`src/rtl/pk_wrapper_pkg.sv`:
```
// pk_wrapper_pkg: shared types and cipher helpers for the pk_wrapper_mc slice.
//
// Contents:
//   eng_state_t   engine FSM states (IDLE, LOAD, ROUND, OUT)
//   boot_state_t  boot sequencer states
//   pk_req_t      host request record at the widest supported width
//   pk_rotl/pk_rotr, pk_round_fwd/pk_round_inv
//                 width-generic helpers: operands are carried in a PK_MAX_W
//                 container and every result is masked to the live width w.
//
// Optional feature macro: PK_WRAPPER_DECRYPT_EN adds the per-request mode bit.
package pk_wrapper_pkg;

    localparam int PK_MAX_W = 64;

    typedef logic [PK_MAX_W-1:0] pk_word_t;

    typedef enum logic [1:0] {
        ENG_IDLE,
        ENG_LOAD,
        ENG_ROUND,
        ENG_OUT
    } eng_state_t;

    typedef enum logic {
        BOOT_RUN,
        BOOT_DONE
    } boot_state_t;

    typedef struct packed {
`ifdef PK_WRAPPER_DECRYPT_EN
        logic     mode;
`endif
        pk_word_t account;
        pk_word_t password;
    } pk_req_t;

    function automatic pk_word_t pk_mask(input int w);
        return (w >= PK_MAX_W) ? '1 : ((pk_word_t'(1) << w) - pk_word_t'(1));
    endfunction

    // Rotate left by n within a w-bit word; n must be in 0..w-1.
    function automatic pk_word_t pk_rotl(input pk_word_t x, input int n, input int w);
        pk_word_t xm;
        xm = x & pk_mask(w);
        return ((xm << n) | (xm >> (w - n))) & pk_mask(w);
    endfunction

    function automatic pk_word_t pk_rotr(input pk_word_t x, input int n, input int w);
        return pk_rotl(x, (w - n) % w, w);
    endfunction

    // s' = rotl(s ^ k, 1) + k  (mod 2^w)
    function automatic pk_word_t pk_round_fwd(input pk_word_t s, input pk_word_t k, input int w);
        return (pk_rotl(s ^ k, 1 % w, w) + (k & pk_mask(w))) & pk_mask(w);
    endfunction

    // Inverse of pk_round_fwd: s = rotr(s' - k, 1) ^ k
    function automatic pk_word_t pk_round_inv(input pk_word_t s, input pk_word_t k, input int w);
        return (pk_rotr(s - k, 1 % w, w) ^ k) & pk_mask(w);
    endfunction

endpackage

```
`src/rtl/pk_wrapper_mc_fifo.sv`:
```
// pk_req_fifo: synchronous request FIFO with full/empty flags and occupancy.
//
// Ports:
//   clk, rst   clock, asynchronous active-low reset (pointers/count cleared)
//   push, din  write strobe and data; ignored while full
//   pop, dout  read strobe and head-of-queue data; ignored while empty
//   full, empty, count  status; push and pop on one edge leave count unchanged
module pk_req_fifo #(
    parameter int DEPTH = 4,
    parameter int W     = 8
) (
    input  logic                       clk,
    input  logic                       rst,
    input  logic                       push,
    input  logic [W-1:0]               din,
    input  logic                       pop,
    output logic [W-1:0]               dout,
    output logic                       full,
    output logic                       empty,
    output logic [$clog2(DEPTH+1)-1:0] count
);
    localparam int AW = $clog2(DEPTH);
    localparam int CW = $clog2(DEPTH + 1);

    logic [W-1:0]  mem [DEPTH];
    logic [AW-1:0] wr_ptr;
    logic [AW-1:0] rd_ptr;
    logic          push_ok;
    logic          pop_ok;

    assign full    = (count == CW'(DEPTH));
    assign empty   = (count == '0);
    assign push_ok = push && !full;
    assign pop_ok  = pop && !empty;
    assign dout    = mem[rd_ptr];

    // Storage is not reset; only the pointers define validity.
    always_ff @(posedge clk) begin
        if (push_ok) mem[wr_ptr] <= din;
    end

    // DEPTH is a power of two, so the pointers wrap naturally.
    always_ff @(posedge clk or negedge rst) begin
        if (!rst) begin
            wr_ptr <= '0;
            rd_ptr <= '0;
            count  <= '0;
        end else begin
            if (push_ok) wr_ptr <= wr_ptr + AW'(1);
            if (pop_ok)  rd_ptr <= rd_ptr + AW'(1);
            case ({push_ok, pop_ok})
                2'b10:   count <= count + CW'(1);
                2'b01:   count <= count - CW'(1);
                default: count <= count;
            endcase
        end
    end

endmodule

```
`src/rtl/pk_wrapper_mc.sv`:
```
// pk_wrapper_mc: keyed multi-round password encryption wrapper.
//
// Requests {account, password} are queued in pk_req_fifo and encrypted one
// cipher round per cycle; results {account_out, password_enc} are held under
// backpressure. A boot sequence latches master_key before service starts.
//
// Handshakes: a transfer happens on a rising edge where valid and ready are
// both high. Input side: valid=go, ready=in_ready. Output side: valid=done,
// ready=out_ready. done and its data stay stable until the transfer.
//
// Ports:
//   clk, rst            clock; async active-low reset (release expected
//                       synchronous to clk)
//   master_key          key, sampled on the last boot cycle
//   key_reload          pulse: restart boot (only when FIFO empty, engine IDLE)
//   go, in_ready        request valid / ready
//   account, password   request fields
//   mode                (PK_WRAPPER_DECRYPT_EN only) 1 = inverse cipher
//   done, out_ready     result valid / consumer ready
//   account_out, password_enc  result fields
//   boot_done_signal    key latched
//   busy                FIFO non-empty or engine not IDLE
//   eng_state, boot_state  FSM state observation
//
// Optional feature macro: PK_WRAPPER_DECRYPT_EN.
module pk_wrapper_mc
    import pk_wrapper_pkg::*;
#(
    parameter int DATA_W      = 32,
    parameter int ACCT_W      = 8,
    parameter int DEPTH       = 4,
    parameter int ROUNDS      = 4,
    parameter int BOOT_CYCLES = 8
) (
    input  logic              clk,
    input  logic              rst,
    input  logic [DATA_W-1:0] master_key,
    input  logic              key_reload,
    input  logic              go,
    output logic              in_ready,
    input  logic [ACCT_W-1:0] account,
    input  logic [DATA_W-1:0] password,
`ifdef PK_WRAPPER_DECRYPT_EN
    input  logic              mode,
`endif
    output logic              done,
    input  logic              out_ready,
    output logic [ACCT_W-1:0] account_out,
    output logic [DATA_W-1:0] password_enc,
    output logic              boot_done_signal,
    output logic              busy,
    output eng_state_t        eng_state,
    output boot_state_t       boot_state
);
`ifdef PK_WRAPPER_DECRYPT_EN
    localparam int REQ_W = 1 + ACCT_W + DATA_W;
`else
    localparam int REQ_W = ACCT_W + DATA_W;
`endif
    localparam int RW  = (ROUNDS > 1) ? $clog2(ROUNDS) : 1;
    localparam int BCW = (BOOT_CYCLES > 1) ? $clog2(BOOT_CYCLES) : 1;

    logic [REQ_W-1:0]           fifo_din;
    logic [REQ_W-1:0]           fifo_dout;
    logic                       fifo_full;
    logic                       fifo_empty;
    logic [$clog2(DEPTH+1)-1:0] fifo_count;
    logic                       push;
    logic                       pop;

    logic [DATA_W-1:0] key_q;
    logic [BCW-1:0]    boot_cnt;
    logic [ACCT_W-1:0] cur_acct;
    logic [DATA_W-1:0] cur_pwd;
    logic [DATA_W-1:0] s;
    logic [RW-1:0]     rnd;
    logic [DATA_W-1:0] round_key;
    logic [DATA_W-1:0] s_next;
    logic              last_round;
    int                key_idx;
`ifdef PK_WRAPPER_DECRYPT_EN
    logic              cur_mode;
    assign fifo_din = {mode, account, password};
`else
    assign fifo_din = {account, password};
`endif

    assign boot_done_signal = (boot_state == BOOT_DONE);
    assign in_ready         = boot_done_signal && !fifo_full;
    assign push             = go && in_ready;
    assign busy             = (fifo_count != '0) || (eng_state != ENG_IDLE);
    // Pop from IDLE, or straight out of OUT on the output transfer so that
    // back-to-back requests cost LOAD + ROUNDS + OUT cycles each.
    assign pop              = !fifo_empty &&
                              ((eng_state == ENG_IDLE) || (eng_state == ENG_OUT && out_ready));
    assign last_round       = (rnd == RW'(ROUNDS - 1));

    pk_req_fifo #(.DEPTH(DEPTH), .W(REQ_W)) u_fifo (
        .clk   (clk),
        .rst   (rst),
        .push  (push),
        .din   (fifo_din),
        .pop   (pop),
        .dout  (fifo_dout),
        .full  (fifo_full),
        .empty (fifo_empty),
        .count (fifo_count)
    );

    // rnd counts rounds performed; decryption walks the key schedule backwards.
    always_comb begin
        key_idx = int'(rnd);
`ifdef PK_WRAPPER_DECRYPT_EN
        if (cur_mode) key_idx = ROUNDS - 1 - int'(rnd);
`endif
        round_key = DATA_W'(pk_rotl(PK_MAX_W'(key_q), key_idx % DATA_W, DATA_W)) ^ DATA_W'(cur_acct);
        s_next    = DATA_W'(pk_round_fwd(PK_MAX_W'(s), PK_MAX_W'(round_key), DATA_W));
`ifdef PK_WRAPPER_DECRYPT_EN
        if (cur_mode) s_next = DATA_W'(pk_round_inv(PK_MAX_W'(s), PK_MAX_W'(round_key), DATA_W));
`endif
    end

    // Boot sequencer: BOOT_CYCLES cycles, key latched on the last one.
    always_ff @(posedge clk or negedge rst) begin
        if (!rst) begin
            boot_state <= BOOT_RUN;
            boot_cnt   <= '0;
            key_q      <= '0;
        end else begin
            case (boot_state)
                BOOT_RUN: begin
                    if (boot_cnt == BCW'(BOOT_CYCLES - 1)) begin
                        key_q      <= master_key;
                        boot_state <= BOOT_DONE;
                    end else begin
                        boot_cnt <= boot_cnt + BCW'(1);
                    end
                end
                BOOT_DONE: begin
                    if (key_reload && fifo_empty && eng_state == ENG_IDLE) begin
                        boot_cnt   <= '0;
                        boot_state <= BOOT_RUN;
                    end
                end
                default: boot_state <= BOOT_RUN;
            endcase
        end
    end

    // Cipher engine.
    always_ff @(posedge clk or negedge rst) begin
        if (!rst) begin
            eng_state    <= ENG_IDLE;
            cur_acct     <= '0;
            cur_pwd      <= '0;
            s            <= '0;
            rnd          <= '0;
            done         <= 1'b0;
            account_out  <= '0;
            password_enc <= '0;
`ifdef PK_WRAPPER_DECRYPT_EN
            cur_mode     <= 1'b0;
`endif
        end else begin
            case (eng_state)
                ENG_IDLE: begin
                    if (pop) begin
                        cur_acct  <= fifo_dout[DATA_W +: ACCT_W];
                        cur_pwd   <= fifo_dout[0 +: DATA_W];
`ifdef PK_WRAPPER_DECRYPT_EN
                        cur_mode  <= fifo_dout[REQ_W-1];
`endif
                        eng_state <= ENG_LOAD;
                    end
                end
                ENG_LOAD: begin
                    s         <= cur_pwd;
                    rnd       <= '0;
                    eng_state <= ENG_ROUND;
                end
                ENG_ROUND: begin
                    s <= s_next;
                    if (last_round) begin
                        done         <= 1'b1;
                        account_out  <= cur_acct;
                        password_enc <= s_next;
                        eng_state    <= ENG_OUT;
                    end else begin
                        rnd <= rnd + RW'(1);
                    end
                end
                ENG_OUT: begin
                    if (out_ready) begin
                        done <= 1'b0;
                        if (pop) begin
                            cur_acct  <= fifo_dout[DATA_W +: ACCT_W];
                            cur_pwd   <= fifo_dout[0 +: DATA_W];
`ifdef PK_WRAPPER_DECRYPT_EN
                            cur_mode  <= fifo_dout[REQ_W-1];
`endif
                            eng_state <= ENG_LOAD;
                        end else begin
                            eng_state <= ENG_IDLE;
                        end
                    end
                end
                default: eng_state <= ENG_IDLE;
            endcase
        end
    end

endmodule

```
`config.mk`:
```
export PLATFORM = sky130hd
export DESIGN_NAME = pk_wrapper_mc
export DESIGN_NICKNAME = d
export VERILOG_FILES = /design/src/rtl/pk_wrapper_pkg.sv /design/src/rtl/pk_wrapper_mc_fifo.sv /design/src/rtl/pk_wrapper_mc.sv
export SDC_FILE = /design/constraint.sdc
export NUM_CORES = 1
export LEC_CHECK = 0
export BUFFER_PORTS_ARGS = -buffer_cell sky130_fd_sc_hd__buf_4
export CAP_MARGIN = 40
export CORE_ASPECT_RATIO = 0.5
export CORE_MARGIN = 1.5
export CORE_UTILIZATION = 54
export CTS_CLUSTER_SIZE = 28
export DETAILED_ROUTE_END_ITERATION = 12
export PLACE_DENSITY = 0.76
export SYNTH_ARGS = -nofsm -noshare
export SYNTH_HDL_FRONTEND = slang
export SYNTH_HIERARCHICAL = 1
export SYNTH_SLANG_ARGS = --single-unit
export TNS_END_PERCENT = 100
```
`constraint.sdc`:
```
create_clock -name clk -period 3.9 [get_ports clk]
set_input_delay 0.78 -clock clk [delete_from_list [all_inputs] [get_ports clk]]
set_output_delay 0.78 -clock clk [all_outputs]
set_load 0.03 [all_outputs]
```
==> flow_summary.yaml <==
sta:
  hold_viol: 0
  fin_skew_ns: 0.0146
  slew_headroom_pct: 48.1
  setup_violations: 0
  period_share_pct: 96.2
  post-route-min-period_ns: 3.75
  fin_ws_ns: 0.148
  setup_tns_ns: 0
  tightest_slew_ns: 0.777
  fmax_ghz: 0.267
  final_max_slew_viol_count: 0
cts:
  root_buffer: "clkbuf_16"
  cts_tree: "built"
  cts_hold_buf: 0
  clk_pin_slew_ns: 0.07
  clk_path_buf_depth: 3
  clock_latency_ns: 0.58
  htree_levels: 1
  cts_buffers: 28
  cts.sinks: 320
yosys:
  yosysTopAreaCell: "edfxtp_1"
  synth_edf_count: 160
  synthTopCellsByCount: "dfrtp_1, edfxtp_1, mux2_2"
  synthArstFlopShare_pct: 50.0
  synth_fp_nets: 1202
  synth_seq_cells: 320
  syn_area_um2: 15300
  synth.avg_cell_area_um2: 14.2
  synth_seq_area_share_pct: 57.4
  synth_cells: 1079
  yosysTopAreaCellShare_pct: 31.3
  synth_cell_types: 64
  yosysWarnings: 6
  synth_area_leaders: "edfxtp_1, dfrtp_1, mux4_2"
  ys.flop_type: "edfxtp_1"
floorplanning:
  core_um2: 27800
  die_x_um: 241
  start_util_pct: 55.1
  io_pins: 124
  die_h_um: 122
  dieArea_um2: 29500
  rows: 43
place:
  dp_hpwl_mm: 27.0
  placed_area_um2: 16900
  gp_congestion: 0.895
  preCtsSetupSlack_ns: 0.0637
  io_buffers: 123
layout:
  design_area_um2: 17900
  post-route-util_pct: 64.3
  drive_above_1_share_pct: 32.7
  seqCellArea_um2: 8810
  nFillCells: 2025
  area.growth.synth_to_final_pct: 16.7
  multiInputGateArea_um2: 6240
  nets: 1349
route:
  firstDrtPassIters: 5
  wirelength_mm: 37.9
  avgRoutedWirePerCell_um: 23.3
  via_per_inst: 5.98
  ant_nets: 0
  drt-initial-drc-count: 682
  post-route-drc-count: 0
  route.vias.total: 9736
global_routing:
  grt_pass1_vias: 9914
  grt_overflow_total: 0
  grt_pass1_wl_mm: 58.1
  grt_max_degree: 87
  grt_use_total_pct: 26.4
  antenna_found_initial: 1
worst_setup_path:
  regToRegSetupSlack_ns: 0.15
  crit_arrival_ns: 4.21
  r2r_cells: 13
  reg2reg_to: "s[29]"
  r2r_start: "rnd[0]"
  crit_slowest_cell: "mux4_2"
  max_stage_delay_ns: 0.52
  startpoint_type: "flip-flop"
  required_ns: 4.36
  critPathMaxFanout: 15
  endpoint_kind: "flip-flop"
  criticalPathCategory: "reg2reg"
  path_cells: "buf_12, mux4_2, xor2_1, xor2_1, ha_1, and3_1, and3_1, o211ai_1, buf_4, a41oi_2, a31oi_1, xnor2_1, a221o_1"
min_path:
  hold_class: "in2async"
job:
  drv_cap: 0
status:
  outcome: "completed"
==> worst max-delay path by stage <==
stage | slack, ns | end | cells after the start | startpoint
floorplan | 0.02 | s[20] | 17 | rnd[1]
global placement | 0.14 | s[29] | 12 | rnd[0]
detailed placement | 0.06 | s[30] | 15 | rnd[0]
CTS | 0.05 | s[30] | 15 | rnd[0]
global route | -0.02 | s[29] | 13 | rnd[0]
finish | 0.15 | s[29] | 13 | rnd[0]
==> area by class of cell <==
cell class / count / area share [%]
inverters: 27 / 0.566
clock inverters: 12 / 0.482
clock buffers: 38 / 4.24
diodes: 1 / 0.0140
repair buffers: 175 / 7.90
flip-flops and latches: 320 / 49.2
multi-input cells: 674 / 34.9
well taps: 382 / 2.67
==> critical path: cells and delay by family, from the launching register on <==
kind,cells,cell delay (ns)
buffers and inverters,2,0.32
adder cells (fa/ha/maj),1,0.41
multiplexers,1,0.52
AO/OA/AOI/OAI,4,0.90
XOR/XNOR,3,0.61
flip-flops,1,0.40
AND/OR/NAND/NOR,2,0.47
==> layout by cell type, fill, tap and decap left out, types with 22 or more instances in the layout <==
cell type  count
nor2_1        39
buf_4        166
mux4_2        62
ha_1          41
dfrtp_1      158
o21ai_0       44
xor2_1        45
clkbuf_16     28
xnor2_1       23
mux2i_1       22
inv_1         24
nand2_1       61
mux2_2        94
edfxtp_1     160
a21oi_1       55
==> per-layer routing <==
layer | track usage (%) | share of wire, % | vias to the layer above
met2 | 42.5 | 47 | 320
met5 | 0 | 0 | -
met1 | 38.3 | 45 | 4985
li1 | - | - | 4384
met3 | 4.33 | 6.0 | 47
met4 | 5.66 | 1.9 | 0
==> through the flow <==
stage / hold slack [ns] / std cells
2_1_floorplan: 0.468 / 1079
3_3_place_gp: 0.466 / 1574
3_5_place_dp: 0.473 / 1577
4_1_cts: 0.00562 / 1627
5_1_grt: 0.00862 / 1628
6_report: 0.0234 / 1629
==> kinds of logic (layout without fill, tap and decap cells) <==
logic type               after synthesis  in the layout  share of synthesized area [%]
multiplexers                         180            180                           17.8
other                                  0              1                              0
buffers and inverters                 85            252                           2.65
flip-flops                           320            320                           57.4
XOR/XNOR                              72             72                           4.11
AO/OA/AOI/OAI                        200            200                           8.32
adder cells (fa/ha/maj)               46             46                           3.85
AND/OR/NAND/NOR                      176            176                           5.83
==> sequential cells by signal (all words and copies together) (netlist names) <==
| name | cells |
|---|---|
| done | 1 |
| u_fifo/mem | 160 |
| key_q | 32 |
| account_out | 8 |
| boot_cnt | 3 |
| rnd | 2 |
| cur_pwd | 32 |
| u_fifo/wr_ptr | 2 |
| s | 32 |
| boot_done_signal | 1 |
| eng_state | 2 |
| u_fifo/count | 3 |
| cur_acct | 8 |
| password_enc | 32 |
| u_fifo/rd_ptr | 2 |
==> what timing repair did <==
item / in CTS / in global routing
setup endpoints to repair: 0 / 34
resized for setup: 0 / 27
setup buffers: 0 / 1
Power is not shown: default switching activity piles up to over one toggle a cycle in this logic, so the estimate is an artifact.
